$ cat config.mk
export PLATFORM = sky130hd
export DESIGN_NAME = uart_tx_scheduler
export DESIGN_NICKNAME = d
export VERILOG_FILES = /design/src/rtl/uart_tx_scheduler.sv
export SDC_FILE = /design/constraint.sdc
export NUM_CORES = 1
export LEC_CHECK = 0
export CAP_MARGIN = 20
export CORE_MARGIN = 8
export CORE_UTILIZATION = 47
export CTS_CLUSTER_DIAMETER = 30
export CTS_CLUSTER_SIZE = 10
export DETAILED_ROUTE_END_ITERATION = 7
export PLACE_DENSITY = 0.82
export SLEW_MARGIN = 20
export SYNTH_ARGS = -nofsm -noshare
export SYNTH_HDL_FRONTEND = slang
export SYNTH_SLANG_ARGS = --single-unit
$ cat constraint.sdc
create_clock -name clk_in -period 2.4 [get_ports clk_in]
set_clock_uncertainty 0.05 [all_clocks]
set_input_delay 0.48 -clock clk_in [delete_from_list [all_inputs] [get_ports clk_in]]
set_output_delay 0.48 -clock clk_in [all_outputs]
set_load 0.02 [all_outputs]
$ cat src/rtl/uart_tx_scheduler.sv
// Round-robin scheduler that feeds bytes from four requesters into a single UART
// transmitter, spacing start pulses a fixed number of clock cycles apart.
module uart_tx_scheduler #(
   parameter logic [31:0] CLOCK_FREQ   = 32'd50_000_000,
   parameter logic [31:0] UART_BAUD    = 32'd115200,
   parameter logic [31:0] FRAME_CYCLES = (CLOCK_FREQ / UART_BAUD) * 32'd11,
   parameter logic [31:0] GAP_CYCLES   = 32'd0
) (
   input  logic        clk_in,
   input  logic        rst_in,
   input  logic [3:0]  req_valid,
   input  logic [31:0] req_data,
   output logic [3:0]  req_ready,
   output logic [7:0]  uart_tx_data,
   output logic        uart_tx_enable,
   output logic [1:0]  grant_id,
   output logic        busy
);

   typedef enum logic [1:0] {
      HOLDOFF,
      IDLE,
      ISSUE,
      WAIT
   } state_t;

   // One ISSUE cycle and one IDLE cycle sit inside each period, so WAIT covers
   // the remaining PERIOD-2 cycles (counter runs PERIOD-3 down to 0).
   localparam logic [31:0] PERIOD    = FRAME_CYCLES + GAP_CYCLES;
   localparam logic [31:0] WAIT_LOAD = PERIOD - 32'd3;

   state_t      state, state_nxt;
   logic [31:0] count, count_nxt;
   logic [1:0]  ptr, ptr_nxt;
   logic [7:0]  data_nxt;
   logic [1:0]  grant_nxt;
   logic        enable_nxt;
   logic [3:0]  ready_nxt;
   logic        busy_nxt;

   logic        found;
   logic [1:0]  sel;

   always_comb begin
      found = 1'b0;
      sel   = ptr;
      for (int unsigned i = 0; i < 4; i++) begin
         if (!found && req_valid[ptr + 2'(i)]) begin
            found = 1'b1;
            sel   = ptr + 2'(i);
         end
      end
   end

   always_comb begin
      state_nxt  = state;
      count_nxt  = count;
      ptr_nxt    = ptr;
      data_nxt   = uart_tx_data;
      grant_nxt  = grant_id;
      enable_nxt = 1'b0;
      ready_nxt  = '0;
      case (state)
         HOLDOFF: begin
            if (count <= 32'd1) state_nxt = IDLE;
            else                count_nxt = count - 32'd1;
         end
         IDLE: begin
            if (found) begin
               data_nxt   = req_data[{sel, 3'b000} +: 8];
               grant_nxt  = sel;
               enable_nxt = 1'b1;
               ready_nxt  = 4'(1) << sel;
               state_nxt  = ISSUE;
            end
         end
         ISSUE: begin
            ptr_nxt   = grant_id + 2'd1;
            count_nxt = WAIT_LOAD;
            state_nxt = WAIT;
         end
         WAIT: begin
            if (count == '0) state_nxt = IDLE;
            else             count_nxt = count - 32'd1;
         end
         default: state_nxt = HOLDOFF;
      endcase
      busy_nxt = (state_nxt != IDLE);
   end

   always_ff @(posedge clk_in or posedge rst_in) begin
      if (rst_in) begin
         state          <= HOLDOFF;
         count          <= FRAME_CYCLES;
         ptr            <= '0;
         uart_tx_data   <= '0;
         grant_id       <= '0;
         uart_tx_enable <= 1'b0;
         req_ready      <= '0;
         busy           <= 1'b1;
      end else begin
         state          <= state_nxt;
         count          <= count_nxt;
         ptr            <= ptr_nxt;
         uart_tx_data   <= data_nxt;
         grant_id       <= grant_nxt;
         uart_tx_enable <= enable_nxt;
         req_ready      <= ready_nxt;
         busy           <= busy_nxt;
      end
   end

endmodule

==> metrics.csv <==
metric,value,unit
hold_class,reg -> reg,
grt_pass1_wl,12.3,mm
fin_setup_tns,-0.0156,ns
die_w,94.9,um
grt_pass1_vias,2648,
yosysTopAreaCell,dfrtp_1,
grt_max_degree,53,
synth_nets,343,
fin_nets,422,
status,finished with violations,
cts_buffer_depth,2,
netlist_area,2920,um^2
dieArea,9000,um^2
initial_utilization,0.491,
arrival,2.57,ns
path_class,reg -> reg,
dr.pass1.iters,4,
syn_inst,302,
drt-total-wl,7.56,mm
failed_checks,negative setup slack,
synth.avg_cell_area,9.68,um^2
drv_cap,0,
overflow,0,
cts_num_sinks,52,
critPathLaunchType,flip-flop,
hpwl,5.29,mm
leakagePower,1.56,nW
worst_slew_pin_slew,0.740,ns
antenna_cells,0,
slew_headroom,0.507,
ys_types,52,
gp_congestion,0.826,
tritoncts,built,
worstPathRequired,2.56,ns
h-tree-depth,2,
viasPerCell,5.92,
fin_area,3910,um^2
finalMaxSlewViolations,0,
ioPinCount,54,
power_density,790,nW/um^2
grt_use_total,0.171,
ys_seq_area_frac,0.448,
path_clk_slew,0.09,ns
place_ws,0.00211,ns
cts_hold_buf,0,
path_max_fanout,6,
row_count,28,
setup-violations-final,1,
hold_viol_final,0,
wl_per_cell,16.5,um
antenna_found_initial,0,
ys_warn_count,0,
fin_ws,-0.0156,ns
rsz0062_at_grt,yes,
end_kind,flip-flop,
vias,2705,
ir_worst_vdd,0.584,mV
port_buffers,53,
netlist_top_cells_area,"dfrtp_1 (39%), dfstp_2 (6.3%), a211oi_1 (4.4%)",
clk-insertion-delay-late,0.30,ns
final_layout_size_suffix_gt1_frac,0.181,
die_h,94.9,um
cts_inserted_buffers,5,
fmax,414,MHz
ys_ff_latch,52,
whs,0.457,ns
core_area,5960,um^2
synth_top_area_frac,0.385,
drtIter0Drc,181,
period_share,1.01,
cts_root_buffer,clkbuf_8,
drc,0,
syn2layout_area_growth,33.8,%
period_needed,2.42,ns
drtAntennaViolNets,0,
placed_area,3730,um^2
==> timing repair <==
item	in CTS	in global routing
resized for setup	2	11
setup buffers	0	4
hold endpoints to repair	0	0
setup endpoints to repair	4	29
pin swaps	0	2
gates cloned	0	1
==> metal layers <==
| layer | wire [um] | up-vias | GRT usage | share of wire |
|---|---|---|---|---|
| li1 | - | 1326 | - | - |
| met5 | 0 | - | 0 | 0 |
| met4 | 80 | 0 | 0.0429 | 0.011 |
| met1 | 3240 | 1296 | 0.206 | 0.43 |
| met3 | 597 | 7 | 0.0706 | 0.079 |
| met2 | 3640 | 76 | 0.276 | 0.48 |
==> path summary, 6_finish.rpt <==
check	startpoint	to	slack, ns	depth (start not counted)
setup / recovery	count[16]$_DFFE_PP0P_	count[1]$_DFFE_PP1P_	-0.02	5
hold reg to reg	count[12]$_DFFE_PP1P_	count[12]$_DFFE_PP1P_	0.46	2
min in group asynchronous	rst_in	req_ready[2]$_DFF_PP0_	0.48	3
hold / removal	count[12]$_DFFE_PP1P_	count[12]$_DFFE_PP1P_	0.46	2
max in group asynchronous	rst_in	count[1]$_DFFE_PP1P_	1.53	3
setup reg to reg	count[16]$_DFFE_PP0P_	count[1]$_DFFE_PP1P_	-0.02	5
==> synthesized netlist by cell type, drive strengths merged <==
cell	number
mux2i	10
nor2b	8
o31a	11
dfrtp	45
nand3b	1
inv	4
or3	17
o31ai	13
and3b	1
a21oi	21
o41ai	3
xor2	1
a41oi	1
dfstp	7
nand2	12
nand3	6
xnor2	1
o21a	5
a21o	1
a22oi	1
nor4b	1
and4	1
nor2	20
or4b	2
o211ai	1
o41a	1
clkbuf	12
ha	3
nor4	12
and2	2
nor3	9
nand4	4
and3	1
a2bb2oi	1
or4	16
nand2b	5
or2	1
o21ba	1
o21ai	15
buf	6
a211oi	17
mux2	1
o311ai	1
==> cells in the final DEF (no fill, tap or decap), types with 12 or more instances in the layout <==
master           count
a211oi_1            17
a21oi_1             20
buf_4               32
clkdlybuf4s50_1     53
dfrtp_1             45
nand2_1             12
nor2_1              19
o21ai_0             13
o31ai_1             12
or3_1               15
or4_1               12
==> report_power, final <==
part / total (W) / switching [W] / internal (W)
Combinational: 0.00135 / 0.000689 / 0.000664
Sequential: 0.00125 / 0.000166 / 0.00109
Clock: 0.000486 / 0.000280 / 0.000205
==> critical path: stages (launching register included) <==
cell     delay (ns)
dfrtp_1        0.39
or4_4          0.55
or3_4          0.44
or4_1          0.62
a21oi_1        0.21
a41oi_1        0.06
==> logic make-up after synthesis <==
logic type,count (synthesis),synth area share
AOI/OAI and AO/OA,93,0.222
xor gates and xnor gates,2,0.00599
adders and majority gates,3,0.0128
buffers and inverters,22,0.0364
DFF,52,0.448
muxes,11,0.0381
and+or+nand+nor,119,0.237
==> sequential cells by signal (all words and copies together) (netlist names) <==
register,cells
busy,1
count,32
grant_id,2
ptr,2
req_ready,4
state,2
uart_tx_data,8
uart_tx_enable,1
==> final cells by class <==
type,instances,area (um^2)
Fill cell,473,2040
Multi-Input combinational cell,229,1580
Sequential cell,52,1310
Timing Repair Buffer,89,833
Tap cell,75,93.8
Clock buffer,7,76.3
Inverter,4,15.0
Clock inverter,1,5.00
==> stage by stage <==
step | power, W | util | cells
after floorplan | 0.00200 | - | 302
after global placement | 0.00249 | 0.626 | 444
after detailed placement | 0.00253 | 0.626 | 444
after CTS | 0.00304 | 0.641 | 452
after global routing | 0.00330 | 0.657 | 457
final | 0.00309 | 0.657 | 457
No activity file was read; power rests on OpenSTA's default activity.
==> RTL change 1 (config.mk and constraints unchanged) <==
Reset style: synchronous (`rst_in`), changed in one clocked block.
--- a/src/rtl/uart_tx_scheduler.sv
+++ b/src/rtl/uart_tx_scheduler.sv
@@ -90,3 +90,3 @@
 
-   always_ff @(posedge clk_in or posedge rst_in) begin
+   always_ff @(posedge clk_in) begin
       if (rst_in) begin
Check against the original RTL: same outputs for any inputs over 10 cycles, from zero or initial values and one cycle with rst_in high; that may be too few to reach the edited logic, so the function may still have changed.
==> RTL change 1 against the unedited design <==
Non-clock buffer count shrank 6; cell count grew 6.8%; worst setup slack gained 0.14 ns; cell area shrank 2.3%; first-iteration DRC count shrank 12%; sequential cell count is the same; critical endpoint is now count[29]; highest routed layer unchanged; wire length grew 6.1%; area after synthesis grew 1.5%.
Power is not compared: it rests on default switching activity, and its combinational part moved more than twofold at a synthesized area within 25%.
==> RTL change 1: results (changes against the unedited design) <==
| Metric | Value |
|---|---|
| Synth Warn # | 0 (unchanged) |
| Initial antenna violation count | 0 (unchanged) |
| Ys async rst share | 0 (-1.00) |
| Worst Path Arrival | 2.47 ns (-0.10 ns) |
| CTS Buffer Depth | 2 (unchanged) |
| Synth top area cells | dfxtp_1 (35%), a211oi_1 (5.3%), and4_1 (5.3%), o31ai_1 (5.3%), or4_1 (5.3%) |
| Hpwl dp | 6.08 mm (+15%) |
| HP Class | reg2reg |
| # Post-CTS Setup Buffers | 0 (unchanged) |
| Antenna diodes | 0 (unchanged) |
| Commonest cells in the netlist | dfxtp_1 (52), a211oi_1 (21), a21oi_1 (21), o31ai_1 (21), or4_1 (21) |
| Final WL | 8.02 mm (+6.1%) |
| Gr usage total | 0.182 (+0.0119) |
| Largest registers | count (32), uart_tx_data (8), req_ready (4) |
| Worst slew margin | 0.554 (+0.0475) |
| Crit-path slowest cell | a2111o_1 |
| GPL Wtd Cong | 0.939 (+14%) |
| Starting DRT DRC Count | 159 (-12%) |
| Crit-path max FO | 8 (+2) |
| Fill cells | 529 (+12%) |
| Proportion of layout cells with a drive suffix above 1 | 0.127 (-0.0541) |
| Drt pass-1 iters | 4 (unchanged) |
| Sequential-to-total area share from yosys stat | 0.351 (-0.0974) |
| DP Area | 3720 sq um (about the same) |
| Post_cts resized | 0 (-2) |
| Cell variety after synth | 53 (+1.9%) |
| Hold Vio Cnt, Final | 0 (unchanged) |
| H-tree depth | 2 (unchanged) |
| Pleak | 0.00138 uW |
| Largest net degree at the start of global routing | 26 (-51%) |
| Max incr delay on CP | 0.55 ns (-0.07 ns) |
| DR vias/cell | 6.17 (+4.3%) |
| Later-pin clock latency in the skew report | 0.31 ns |
| Maximum vdd drop | 0.270 mV |
| Post-route cell area | 3820 sq um (-2.3%) |
| Final net count | 451 (+6.9%) |
| Number of global-route vias before repair | 2935 (+11%) |
| Status | finished, final reports clean |
| Net Count, Synth | 385 (+12%) |
| Reg clk slew, reported paths | 0.09 ns (about the same) |
| First-pass GRT wire length | 13.5 mm (+9.6%) |
[RTL change 1: cell count changes after synthesis, moves of 8 or more]
cell | unedited run | this run
nand3b_1 | 1 | 10
o31a_1 | 11 | 1
and4_1 | 1 | 18
dfxtp_1 | 0 | 52
or3_1 | 16 | 8
o31ai_1 | 12 | 21
dfrtp_1 | 45 | 0
o21ai_0 | 13 | 2
[RTL change 1: cell type report]
type / instances / area share
Sequential cell: 52 / 0.272
Tap cell: 77 / 0.0252
Multi-Input combinational cell: 261 / 0.473
Timing Repair Buffer: 83 / 0.198
Clock inverter: 1 / 0.00196
Inverter: 7 / 0.00688
Clock buffer: 7 / 0.0226
[RTL change 1: metal layers]
layer / GRT usage / share of wire / up-vias
met5: 0 / 0 / -
met4: 0.0691 / 0.016 / 0
met3: 0.0512 / 0.063 / 10
met2: 0.277 / 0.44 / 98
met1: 0.240 / 0.48 / 1407
li1: - / - / 1497
[RTL change 1: final timing paths]
path | depth (start not counted) | slack (ns) | endpoint | start
setup reg to reg | 7 | 0.12 | count[29] | count[0]
hold reg to reg | 2 | 0.44 | count[31] | count[31]
setup / recovery | 7 | 0.12 | count[29] | count[0]
hold / removal | 2 | 0.44 | count[31] | count[31]
[RTL change 1: critical path, delay by kind of cell (launching register included)]
| family | cells | cell delay, ns |
|---|---|---|
| buffers and inverters | 1 | 0.09 |
| AO/OA/AOI/OAI | 2 | 0.69 |
| adder cells (fa/ha/maj) | 1 | 0.21 |
| flip-flops | 1 | 0.40 |
| AND/OR/NAND/NOR | 3 | 0.78 |
[RTL change 1: power by group]
part / switching [uW] / internal [uW] / leakage (uW)
registers: 39.6 / 896 / 0.000421
clock network: 286 / 235 / 0.0000445
logic: 254 / 219 / 0.000918
total: 579 / 1350 / 0.00138
[RTL change 1: kinds of logic (layout without fill, tap and decap cells)]
family                     count (synthesis)  count (layout)  synth area share
and+or+nand+nor                          151             151             0.329
AOI/OAI and AO/OA                        100             100             0.241
DFF                                       52              52             0.351
buffers and inverters                     31              98            0.0438
muxes                                      6               6            0.0202
adders and majority gates                  3               3            0.0126
xor gates and xnor gates                   1               1           0.00295
[RTL change 1: stage by stage]
step	instances	worst slack (ns)
after floorplan	344	0.162
after global placement	480	0.0953
after detailed placement	480	0.0214
after CTS	488	0.103
after global routing	488	0.0100
final	488	0.122
==> RTL change 2 (same settings) <==
Without the edit above. `CLOCK_FREQ`: 32'd50_000_000 -> 32'd37500000.
--- a/src/rtl/uart_tx_scheduler.sv
+++ b/src/rtl/uart_tx_scheduler.sv
@@ -3,3 +3,3 @@
 module uart_tx_scheduler #(
-   parameter logic [31:0] CLOCK_FREQ   = 32'd50_000_000,
+   parameter logic [31:0] CLOCK_FREQ   = 32'd37500000,
    parameter logic [31:0] UART_BAUD    = 32'd115200,
Behaviour: same outputs for any inputs over 10 cycles, from zero or initial values and one cycle with rst_in high; that may be too few to reach the edited logic, so the function may still have changed.
==> RTL change 2 against the unedited design <==
The flow still finishes with violations (negative setup slack); non-clock buffer count did not move; worst setup slack improved by 0.0096 ns; count of clock-buffer cells in the layout fell by 2; total power fell by 4.7%; clock power rose by 9.5%; cell area rose by 0.67%; cell count rose by 4.4%; maximum frequency rose by 0.40%; sequential cell count did not move; area after synthesis rose by 1.6%; global-route usage rose by 1.8 points; wire length rose by 4.2%; largest cell class unchanged; highest routed layer unchanged.
==> RTL change 2: results (changes against the unedited design) <==
| Metric | Value |
|---|---|
| Maximum vdd drop | 0.524 mV (-10%) |
| Max incr delay on CP | 0.53 ns (-0.09 ns) |
| Crit-path slowest cell | or4_4 |
| Final net count | 440 (+4.3%) |
| Starting DRT DRC Count | 140 (-23%) |
| Proportion of layout cells with a drive suffix above 1 | 0.185 (+0.00437) |
| Input/output buffers | 53 (unchanged) |
| Crit path max-delay family | simple AND/OR/NAND/NOR gates |
| Cell variety after synth | 43 (-17%) |
| Ys async rst share | 1.00 (unchanged) |
| HP Class | in2async |
| Hpwl dp | 5.68 mm (+7.4%) |
| Initial antenna violation count | 0 (unchanged) |
| Number of global-route vias before repair | 3026 (+14%) |
| Status | finished with violations |
| Commonest cells in the netlist | dfrtp_1 (41), nor2_1 (26), o21ai_0 (26), a21oi_1 (20), clkbuf_1 (20) |
| Synth Warn # | 0 (unchanged) |
| Largest registers | count (32), uart_tx_data (8), req_ready (4) |
| Later-pin clock latency in the skew report | 0.32 ns (+0.02 ns) |
| # setup viols final | 1 (unchanged) |
| Antenna diodes | 0 (unchanged) |
| Fill cells | 548 (+16%) |
| Pleak | 0.00159 uW (+1.5%) |
| Final WS setup | -0.00599 ns (+0.00958 ns) |
| Crit-path max FO | 2 (-4) |
| Final WL | 7.88 mm (+4.2%) |
| Drt pass-1 iters | 4 (unchanged) |
| First-pass GRT wire length | 13.7 mm (+11%) |
| ANT nets after route | 0 (unchanged) |
| Root Buffer | clkbuf_8 |
| Synth top area cells | dfrtp_1 (35%), dfstp_2 (9.7%), o21ai_0 (4.4%), a211oi_1 (4.3%), a21oi_1 (3.4%) |
| Worst Path Arrival | 2.61 ns (+0.04 ns) |
| CTS Buf Count | 5 (unchanged) |
| Worst slew margin | 0.588 (+0.0813) |
| GPL Wtd Cong | 0.835 (+1.1%) |
| Sequential-to-total area share from yosys stat | 0.443 (-0.00548) |
| Net Count, Synth | 366 (+6.7%) |
| Via count | 2833 (+4.7%) |
| Gr usage total | 0.188 (+0.0178) |
| Final TNS setup | -0.00599 ns (+0.00958 ns) |
| Failing checks | negative setup slack |
## RTL change 2: worst paths after layout
check | startpoint | end | slack (ns) | cells past startpoint
worst max-delay path | count[20] | count[31] | -0.006 | 5
worst min-delay path | rst_in | uart_tx_data[1] | 0.45 | 3
worst max register to register | count[20] | count[31] | -0.006 | 5
worst min register to register | count[1] | count[1] | 0.48 | 2
max in group asynchronous | rst_in | count[4] | 1.54 | 3
min in group clk_in | count[1] | count[1] | 0.48 | 2
## RTL change 2: worst reg2reg max path, delay by kind of cell (launching register included)
family	cells	cell delay (ns)
AND/OR/NAND/NOR	4	1.78
flip-flops	1	0.39
AO/OA/AOI/OAI	1	0.12
## RTL change 2: layout make-up
cell class              instances  area share
multi-input cells             247       0.402
clock inverters                 3     0.00572
clock buffers                   5      0.0175
well taps                      77      0.0245
repair buffers                 89       0.213
flip-flops and latches         52       0.334
inverters                       4     0.00381
## RTL change 2: metal layers
metal / vias to the layer above / share of wire / global-route usage
met1: 1344 / 0.43 / 0.213
li1: 1376 / - / -
met3: 20 / 0.087 / 0.0803
met2: 93 / 0.46 / 0.308
met5: - / 0 / 0
met4: 0 / 0.023 / 0.0743
## RTL change 2: logic make-up (layout without fill, tap and decap cells)
| group | after synthesis | after routing | share of synthesized area |
|---|---|---|---|
| and+or+nand+nor | 137 | 137 | 0.265 |
| AOI/OAI and AO/OA | 96 | 96 | 0.209 |
| DFF | 52 | 52 | 0.443 |
| buffers and inverters | 26 | 101 | 0.0337 |
| muxes | 10 | 10 | 0.0341 |
| adders and majority gates | 3 | 3 | 0.0126 |
| xor gates and xnor gates | 1 | 1 | 0.00295 |
## RTL change 2: through the flow
step	setup slack [ns]	cell area, sq um	utilization	instances	power [uW]
after floorplan	-0.0730	2970	-	325	1890
after global placement	-0.0830	3790	0.607	464	2360
after detailed placement	-0.105	3790	0.607	464	2400
after CTS	-0.0376	3910	0.626	474	2950
after global routing	-0.0631	3940	0.631	477	3140
final	-0.00599	3940	0.631	477	2950
## RTL change 2: power by group
group	switching, uW	internal [uW]	total, uW
Clock	322	210	532
Combinational	597	577	1170
Sequential	155	1090	1240
Total	1070	1870	2950
## RTL change 2: what timing repair did
| action | CTS | global route |
|---|---|---|
| buffers inserted | 2 | 3 |
| hold endpoints to repair | 0 | 0 |
| resized for setup | 3 | 5 |
| endpoints found under the setup margin | 4 | 16 |
| pin swaps | 5 | 7 |
